## config.mk

```make
export PLATFORM = sky130hd
export DESIGN_NAME = pixel_adjust_stage_flat
export DESIGN_NICKNAME = d
export VERILOG_FILES = /design/src/rtl/pixel_adjust_stage_if.sv /design/src/rtl/pixel_adjust_stage.sv /design/src/flat_wrapper.sv
export SDC_FILE = /design/constraint.sdc
export NUM_CORES = 1
export LEC_CHECK = 0
export ABC_AREA = 1
export BUFFER_PORTS_ARGS = -buffer_cell sky130_fd_sc_hd__buf_2
export CORE_ASPECT_RATIO = 1.25
export CORE_MARGIN = 4
export CORE_UTILIZATION = 30
export CTS_CLUSTER_SIZE = 30
export DETAILED_ROUTE_END_ITERATION = 6
export PLACE_DENSITY = 0.52
export SYNTH_ARGS = -nofsm -noshare
export SYNTH_HDL_FRONTEND = slang
export SYNTH_SLANG_ARGS = --single-unit
export TNS_END_PERCENT = 20
```

## constraint.sdc

```tcl
create_clock -name CLK -period 4.5 [get_ports CLK]
set_clock_uncertainty 0.15 [all_clocks]
set_input_delay 0.9 -clock CLK [delete_from_list [all_inputs] [get_ports CLK]]
set_output_delay 0.9 -clock CLK [all_outputs]
set_load 0.02 [all_outputs]
```

## src/rtl/pixel_adjust_stage_if.sv

```systemverilog
// Pixel stream bundle for pixel_adjust_stage: raster input pixels in, tagged adjusted pixels out.
interface pixel_adjust_stage_if;
  logic        IN_VALID;
  logic [7:0]  IN_RED;
  logic [7:0]  IN_GREEN;
  logic [7:0]  IN_BLUE;
  logic        OUT_VALID;
  logic [11:0] ROW;
  logic [11:0] COL;
  logic [7:0]  RED;
  logic [7:0]  GREEN;
  logic [7:0]  BLUE;

  modport master (
    output IN_VALID, IN_RED, IN_GREEN, IN_BLUE,
    input  OUT_VALID, ROW, COL, RED, GREEN, BLUE
  );

  modport slave (
    input  IN_VALID, IN_RED, IN_GREEN, IN_BLUE,
    output OUT_VALID, ROW, COL, RED, GREEN, BLUE
  );
endinterface

```

## src/rtl/pixel_adjust_stage.sv

```systemverilog
// Frame pixel brightness adjust: raster position tagging plus a two-stage saturating add/subtract pipeline.
// Defining PIXEL_ADJUST_GRAYSCALE_EN adds the GRAY_MODE port and a luma conversion ahead of the adjust.
module pixel_adjust_stage #(
  parameter int MAX_WIDTH  = 1080,
  parameter int MAX_HEIGHT = 1080
) (
  input  logic        CLK,
  input  logic        RESET,
  input  logic        START,
  input  logic [11:0] WIDTH,
  input  logic [11:0] HEIGHT,
  input  logic [7:0]  ADJ_VALUE,
  input  logic        ADJ_SUB,
`ifdef PIXEL_ADJUST_GRAYSCALE_EN
  input  logic        GRAY_MODE,
`endif
  output logic        BUSY,
  output logic        FRAME_DONE,
  pixel_adjust_stage_if.slave pix
);

  localparam logic [11:0] MAX_W = 12'(MAX_WIDTH);
  localparam logic [11:0] MAX_H = 12'(MAX_HEIGHT);

  typedef enum logic [1:0] {IDLE, RUN, FLUSH, DONE} state_t;

  state_t      state_q, state_d;
  logic [11:0] w_q, w_d, h_q, h_d, row_q, row_d, col_q, col_d;
  logic        busy_q, busy_d, frame_done_q, frame_done_d;

  logic        s1_valid_q, s1_valid_d, s1_last_q, s1_last_d, s1_sub_q, s1_sub_d;
  logic [7:0]  s1_red_q, s1_red_d, s1_green_q, s1_green_d, s1_blue_q, s1_blue_d;
  logic [7:0]  s1_adj_q, s1_adj_d;
  logic [11:0] s1_row_q, s1_row_d, s1_col_q, s1_col_d;
`ifdef PIXEL_ADJUST_GRAYSCALE_EN
  logic        s1_gray_q, s1_gray_d;
  logic [9:0]  luma_sum;
`endif

  logic        out_valid_q, out_valid_d, out_last_q, out_last_d;
  logic [11:0] out_row_q, out_row_d, out_col_q, out_col_d;
  logic [7:0]  out_red_q, out_red_d, out_green_q, out_green_d, out_blue_q, out_blue_d;

  logic        accept, last_pixel;
  logic [7:0]  src_red, src_green, src_blue;

  // 9-bit intermediate: bit 8 flags overflow on add and borrow on subtract.
  function automatic logic [7:0] adjust(input logic [7:0] c, input logic [7:0] adj, input logic sub);
    logic [8:0] res;
    res = sub ? ({1'b0, c} - {1'b0, adj}) : ({1'b0, c} + {1'b0, adj});
    if (res[8]) return sub ? 8'h00 : 8'hFF;
    return res[7:0];
  endfunction

  assign accept     = (state_q == RUN) && pix.IN_VALID;
  assign last_pixel = (row_q == h_q - 12'd1) && (col_q == w_q - 12'd1);

  always_comb begin
    state_d = state_q;
    w_d     = w_q;
    h_d     = h_q;
    row_d   = row_q;
    col_d   = col_q;
    case (state_q)
      IDLE: begin
        if (START && (WIDTH != 12'd0) && (HEIGHT != 12'd0)) begin
          state_d = RUN;
          w_d     = (WIDTH > MAX_W) ? MAX_W : WIDTH;
          h_d     = (HEIGHT > MAX_H) ? MAX_H : HEIGHT;
          row_d   = 12'd0;
          col_d   = 12'd0;
        end
      end
      RUN: begin
        if (accept) begin
          if (last_pixel) begin
            state_d = FLUSH;
          end else if (col_q == w_q - 12'd1) begin
            col_d = 12'd0;
            row_d = row_q + 12'd1;
          end else begin
            col_d = col_q + 12'd1;
          end
        end
      end
      FLUSH: begin
        if (out_valid_q && out_last_q) state_d = DONE;
      end
      DONE:    state_d = IDLE;
      default: state_d = IDLE;
    endcase
    busy_d       = (state_d == RUN) || (state_d == FLUSH);
    frame_done_d = (state_d == DONE);
  end

  // Stage 1 captures the pixel, its position and the adjust setting in effect at acceptance.
  always_comb begin
    s1_valid_d = accept;
    s1_last_d  = accept && last_pixel;
    s1_red_d   = s1_red_q;
    s1_green_d = s1_green_q;
    s1_blue_d  = s1_blue_q;
    s1_adj_d   = s1_adj_q;
    s1_sub_d   = s1_sub_q;
    s1_row_d   = s1_row_q;
    s1_col_d   = s1_col_q;
`ifdef PIXEL_ADJUST_GRAYSCALE_EN
    s1_gray_d  = s1_gray_q;
`endif
    if (accept) begin
      s1_red_d   = pix.IN_RED;
      s1_green_d = pix.IN_GREEN;
      s1_blue_d  = pix.IN_BLUE;
      s1_adj_d   = ADJ_VALUE;
      s1_sub_d   = ADJ_SUB;
      s1_row_d   = row_q;
      s1_col_d   = col_q;
`ifdef PIXEL_ADJUST_GRAYSCALE_EN
      s1_gray_d  = GRAY_MODE;
`endif
    end
  end

  always_comb begin
    out_valid_d = s1_valid_q;
    out_last_d  = s1_valid_q && s1_last_q;
    out_row_d   = out_row_q;
    out_col_d   = out_col_q;
    out_red_d   = out_red_q;
    out_green_d = out_green_q;
    out_blue_d  = out_blue_q;
    src_red     = s1_red_q;
    src_green   = s1_green_q;
    src_blue    = s1_blue_q;
`ifdef PIXEL_ADJUST_GRAYSCALE_EN
    luma_sum = {2'b00, s1_red_q} + {1'b0, s1_green_q, 1'b0} + {2'b00, s1_blue_q};
    if (s1_gray_q) begin
      src_red   = luma_sum[9:2];
      src_green = luma_sum[9:2];
      src_blue  = luma_sum[9:2];
    end
`endif
    if (s1_valid_q) begin
      out_row_d   = s1_row_q;
      out_col_d   = s1_col_q;
      out_red_d   = adjust(src_red,   s1_adj_q, s1_sub_q);
      out_green_d = adjust(src_green, s1_adj_q, s1_sub_q);
      out_blue_d  = adjust(src_blue,  s1_adj_q, s1_sub_q);
    end
  end

  always_ff @(posedge CLK or negedge RESET) begin
    if (!RESET) begin
      state_q      <= IDLE;
      w_q          <= '0;
      h_q          <= '0;
      row_q        <= '0;
      col_q        <= '0;
      busy_q       <= 1'b0;
      frame_done_q <= 1'b0;
      s1_valid_q   <= 1'b0;
      s1_last_q    <= 1'b0;
      s1_sub_q     <= 1'b0;
      s1_red_q     <= '0;
      s1_green_q   <= '0;
      s1_blue_q    <= '0;
      s1_adj_q     <= '0;
      s1_row_q     <= '0;
      s1_col_q     <= '0;
`ifdef PIXEL_ADJUST_GRAYSCALE_EN
      s1_gray_q    <= 1'b0;
`endif
      out_valid_q  <= 1'b0;
      out_last_q   <= 1'b0;
      out_row_q    <= '0;
      out_col_q    <= '0;
      out_red_q    <= '0;
      out_green_q  <= '0;
      out_blue_q   <= '0;
    end else begin
      state_q      <= state_d;
      w_q          <= w_d;
      h_q          <= h_d;
      row_q        <= row_d;
      col_q        <= col_d;
      busy_q       <= busy_d;
      frame_done_q <= frame_done_d;
      s1_valid_q   <= s1_valid_d;
      s1_last_q    <= s1_last_d;
      s1_sub_q     <= s1_sub_d;
      s1_red_q     <= s1_red_d;
      s1_green_q   <= s1_green_d;
      s1_blue_q    <= s1_blue_d;
      s1_adj_q     <= s1_adj_d;
      s1_row_q     <= s1_row_d;
      s1_col_q     <= s1_col_d;
`ifdef PIXEL_ADJUST_GRAYSCALE_EN
      s1_gray_q    <= s1_gray_d;
`endif
      out_valid_q  <= out_valid_d;
      out_last_q   <= out_last_d;
      out_row_q    <= out_row_d;
      out_col_q    <= out_col_d;
      out_red_q    <= out_red_d;
      out_green_q  <= out_green_d;
      out_blue_q   <= out_blue_d;
    end
  end

  assign BUSY          = busy_q;
  assign FRAME_DONE    = frame_done_q;
  assign pix.OUT_VALID = out_valid_q;
  assign pix.ROW       = out_row_q;
  assign pix.COL       = out_col_q;
  assign pix.RED       = out_red_q;
  assign pix.GREEN     = out_green_q;
  assign pix.BLUE      = out_blue_q;

endmodule

```

## src/flat_wrapper.sv

```systemverilog
// flat-port wrapper written by rule: the top's interface ports become plain ports
module pixel_adjust_stage_flat 
#(
  parameter int MAX_WIDTH  = 1080,
  parameter int MAX_HEIGHT = 1080
)
  (CLK, RESET, START, WIDTH, HEIGHT, ADJ_VALUE, ADJ_SUB, BUSY, FRAME_DONE, pix_IN_VALID, pix_IN_RED, pix_IN_GREEN, pix_IN_BLUE, pix_OUT_VALID, pix_ROW, pix_COL, pix_RED, pix_GREEN, pix_BLUE);
  pixel_adjust_stage_if pix_i ();
  input  logic CLK;
  input  logic RESET;
  input  logic START;
  input  logic [11:0] WIDTH;
  input  logic [11:0] HEIGHT;
  input  logic [7:0] ADJ_VALUE;
  input  logic ADJ_SUB;
  output logic BUSY;
  output logic FRAME_DONE;
  input wire logic [$bits(pix_i.IN_VALID)-1:0] pix_IN_VALID;
  input wire logic [$bits(pix_i.IN_RED)-1:0] pix_IN_RED;
  input wire logic [$bits(pix_i.IN_GREEN)-1:0] pix_IN_GREEN;
  input wire logic [$bits(pix_i.IN_BLUE)-1:0] pix_IN_BLUE;
  output wire logic [$bits(pix_i.OUT_VALID)-1:0] pix_OUT_VALID;
  output wire logic [$bits(pix_i.ROW)-1:0] pix_ROW;
  output wire logic [$bits(pix_i.COL)-1:0] pix_COL;
  output wire logic [$bits(pix_i.RED)-1:0] pix_RED;
  output wire logic [$bits(pix_i.GREEN)-1:0] pix_GREEN;
  output wire logic [$bits(pix_i.BLUE)-1:0] pix_BLUE;
  assign pix_i.IN_VALID = pix_IN_VALID;
  assign pix_i.IN_RED = pix_IN_RED;
  assign pix_i.IN_GREEN = pix_IN_GREEN;
  assign pix_i.IN_BLUE = pix_IN_BLUE;
  assign pix_OUT_VALID = pix_i.OUT_VALID;
  assign pix_ROW = pix_i.ROW;
  assign pix_COL = pix_i.COL;
  assign pix_RED = pix_i.RED;
  assign pix_GREEN = pix_i.GREEN;
  assign pix_BLUE = pix_i.BLUE;
  pixel_adjust_stage #(.MAX_WIDTH(MAX_WIDTH), .MAX_HEIGHT(MAX_HEIGHT)) u_core (.CLK(CLK), .RESET(RESET), .START(START), .WIDTH(WIDTH), .HEIGHT(HEIGHT), .ADJ_VALUE(ADJ_VALUE), .ADJ_SUB(ADJ_SUB), .BUSY(BUSY), .FRAME_DONE(FRAME_DONE), .pix(pix_i));
endmodule
```

==> run_results.csv <==
group,metric,value,unit
timing,fin_crit_sh,74.9,%
place,portBuffers,111,
worst_setup_path,critPathKind,"reg -> reg",
worst_setup_path,slowest_stage,"dfrtp_1",
logic_synthesis,ys_ff_latch,161,
final_layout,nets,1370,
logic_synthesis,seq_area_frac_synth,44.8,%
logic_synthesis,syn-instance-count,1175,
grt,grt_pass1_vias,7599,
logic_synthesis,synth_top_family_by_area,"simple AND/OR/NAND/NOR gates",
worst_setup_path,worstPathCellList,"inv_1 > ha_1 > inv_1 > nor2_1 > nor2_1 > a22oi_1 > ha_1 > nand2_1 > inv_1 > o21ai_0 > nand2_1 > nand4_1 > o211ai_1 > xor2_1 > nand2_1 > a31oi_1",
clocking,cts-resized-gates,0,
worst_setup_path,worstSetupEndpointType,"register",
timing,slew_headroom,35.7,%
place,pre_cts_ws,1.17,ns
clocking,hold_buffers,0,
clocking,clockBufferDepth,2,
min_path,hold_class,"reg -> reg",
place,placed_area,9940,sq um
detailed_routing,drt-total-wl,23.3,mm
grt,antenna_found_initial,0,
die,initial_utilization,30.6,%
detailed_routing,drt_first_pass_iters,5,
grt,grt_use_total,14.6,%
logic_synthesis,synth_compound_gate_area_share,7.99,%
timing,grt_setup_unrepaired,"false",
place,place_inst,1653,
grt,grt_max_degree,76,
status,status,"finished, final reports clean",
grt,grt_pass1_wl,38.7,mm
worst_setup_path,startpoint_type,"register",
timing,hold-worst-slack,0.303,ns
final_layout,final_util,35.8,%
clocking,worstSkewPairLatency,0.44,ns
detailed_routing,drc,0,
final_layout,insertedDiodeCount,0,
timing,slew_viol_final,0,
clocking,cts_buffers,17,
worst_setup_path,cp_max_fo,7,
run,max_cap_violations,0,
worst_setup_path,cp_data_arrival_time,3.57,ns
detailed_routing,drtAntennaViolNets,0,
logic_synthesis,syn_area_per_cell,7.65,sq um
die,die_w,163,um
detailed_routing,first_iter_violations,391,
clocking,cts_root_buffer,"clkbuf_16",
worst_setup_path,cp.required,4.70,ns
clocking,cts_setup_buffers,0,
final_layout,syn2layout_area_growth,17.1,%
die,die_h,202,um
final_layout,postLayoutCellArea,10500,sq um
clocking,htreeDepth,4,
logic_synthesis,synth_fa_ha_area_share,4.84,%
power,power,5.28,mW
timing,finalSetupViolCount,0,
final_layout,final_cells,1685,
logic_synthesis,synth.area.mux_share,0,%
place,place.gp.congestion,0.876,
logic_synthesis,yosys.area_share.simple,29.2,%
power,power.density,501,nW/um^2
timing,tightestPinTransition,0.959,ns
die,ioPinCount,112,
grt,grt-ovfl-total,0,
power,p_leak,5.46,nW
power,peakVddDrop,0.000193,V
timing,fin_setup_tns,0,ns
logic_synthesis,synth_xor_xnor_area_share,6.61,%
clocking,cts_tree,"yes",
die,rows,70,
detailed_routing,vias,7618,
logic_synthesis,yosys_warnings,0,
clocking,path_clk_slew,0.07,ns
worst_setup_path,max_stage_delay,0.44,ns
timing,timing_hold_violations_final,0,
timing,setup_ws,1.13,ns
die,die-area,32800,sq um
clocking,cts_num_sinks,161,
logic_synthesis,syn_area,8990,sq um
die,core_area,29400,sq um
logic_synthesis,synthDistinctLibCells,43,
final_layout,drive_gt1_share,13.7,%
detailed_routing,wl_per_cell,13.9,um
logic_synthesis,syn_nets,1269,
timing,fmax,297,MHz
detailed_routing,routed_via_density,4.52,
timing,finalCriticalPeriod,3.37,ns
place,hpwl,17.3,mm
-- flip-flops by register name (all words and copies together), names as in the netlist --
register	flops
u_core.row_q	12
u_core.s1_row_q	12
u_core.out_valid_d	1
u_core.s1_green_q	8
u_core.state_q	2
u_core.s1_col_q	12
u_core.BUSY	1
u_core.s1_last_q	1
u_core.h_q	12
u_core.pix.RED	8
u_core.s1_adj_q	8
u_core.s1_red_q	8
u_core.pix.ROW	12
u_core.pix.COL	12
u_core.pix.BLUE	8
u_core.pix.OUT_VALID	1
u_core.s1_sub_q	1
u_core.col_q	12
u_core.pix.GREEN	8
u_core.w_q	12
u_core.FRAME_DONE	1
u_core.s1_blue_q	8
u_core.out_last_q	1
-- critical path: cells and delay by family (launching register included) --
kind                     cells  cell delay [ns]
XOR/XNOR                     1             0.42
adder cells (fa/ha/maj)      2             0.50
buffers and inverters        3             0.20
flip-flops                   1             0.44
AO/OA/AOI/OAI                4             0.86
AND/OR/NAND/NOR              6             0.70
-- worst paths after layout --
check / start / to / slack (ns) / depth (start not counted)
max: u_core.s1_adj_q[0]$_DFFE_PN0P_ / u_core.pix.GREEN[4]$_DFFE_PN0P_ / 1.13 / 16
min: u_core.s1_last_q$_DFF_PN0_ / u_core.out_last_q$_DFF_PN0_ / 0.30 / 2
max reg2reg: u_core.s1_adj_q[0]$_DFFE_PN0P_ / u_core.pix.GREEN[4]$_DFFE_PN0P_ / 1.13 / 16
min reg2reg: u_core.s1_last_q$_DFF_PN0_ / u_core.out_last_q$_DFF_PN0_ / 0.30 / 2
max in group asynchronous: RESET / u_core.s1_red_q[5]$_DFFE_PN0P_ / 2.87 / 2
min in group asynchronous: RESET / u_core.h_q[7]$_DFFE_PN0P_ / 0.33 / 1
-- where the power goes --
part	internal (mW)	switching [mW]
combinational	0.676	1.20
sequential	1.73	0.207
clock	0.825	0.641
total	3.23	2.05
-- cells by family (layout without fill, tap and decap cells) --
family | after synthesis | after routing
simple gates | 640 | 640
flops | 161 | 161
buf+inv | 149 | 263
compound gates | 125 | 125
xor+xnor | 67 | 67
fa+ha+maj | 33 | 33
-- cell usage after synthesis, drive strengths merged --
cell	number	share of area, %
a21o	1	0.084
a21oi	24	1.3
a22o	1	0.097
a22oi	4	0.33
a31oi	26	2.0
a32o	1	0.11
and2	1	0.070
and3	1	0.070
buf	11	0.77
clkbuf	25	1.0
clkinv	1	0.042
dfrtp	161	45
fa	3	0.67
ha	30	4.2
inv	112	4.7
nand2	426	18
nand3	59	3.5
nand3b	2	0.17
nand4	10	0.70
nor2	112	4.9
nor3	16	0.89
nor3b	3	0.25
nor4	9	0.63
o211ai	6	0.50
o21ai	59	3.3
o21bai	1	0.084
o31ai	1	0.084
o41ai	1	0.097
or2	1	0.070
xnor2	17	1.7
xor2	50	5.0
-- metal layers --
layer	GRT usage [%]	wire length [um]
met5	0	0
met4	5.09	547
met3	2.66	901
met2	25.3	11500
met1	18.2	10400
-- placed cells by master, fill, tap and decap left out, types with 4 or more instances in the layout --
| cell type | Yosys | routed |
|---|---|---|
| nand2_1 | 421 | 420 |
| dfrtp_1 | 161 | 160 |
| buf_2 | 4 | 110 |
| nor2_1 | 105 | 105 |
| inv_1 | 104 | 104 |
| o21ai_0 | 56 | 56 |
| nand3_1 | 55 | 55 |
| xor2_1 | 49 | 49 |
| ha_1 | 30 | 30 |
| a31oi_1 | 25 | 25 |
| a21oi_1 | 24 | 24 |
| xnor2_1 | 17 | 17 |
| clkbuf_16 | 0 | 17 |
| nor3_1 | 16 | 16 |
| nand4_1 | 10 | 10 |
| nor4_1 | 9 | 9 |
| inv_2 | 8 | 8 |
| buf_4 | 2 | 7 |
| o211ai_1 | 6 | 6 |
| nor2_2 | 6 | 6 |
| nand2_2 | 4 | 5 |
| a22oi_1 | 4 | 4 |
| nand3_2 | 4 | 4 |
| clkinvlp_4 | 0 | 4 |
-- final cells by class --
class / instances / area [sq um]
Clock buffer: 18 / 429
Clock inverter: 14 / 155
Fill cell: 3152 / 18900
Inverter: 113 / 424
Multi-Input combinational cell: 865 / 4380
Sequential cell: 161 / 4030
Tap cell: 396 / 495
Timing Repair Buffer: 118 / 614
Power figures use the tool's default switching activity.
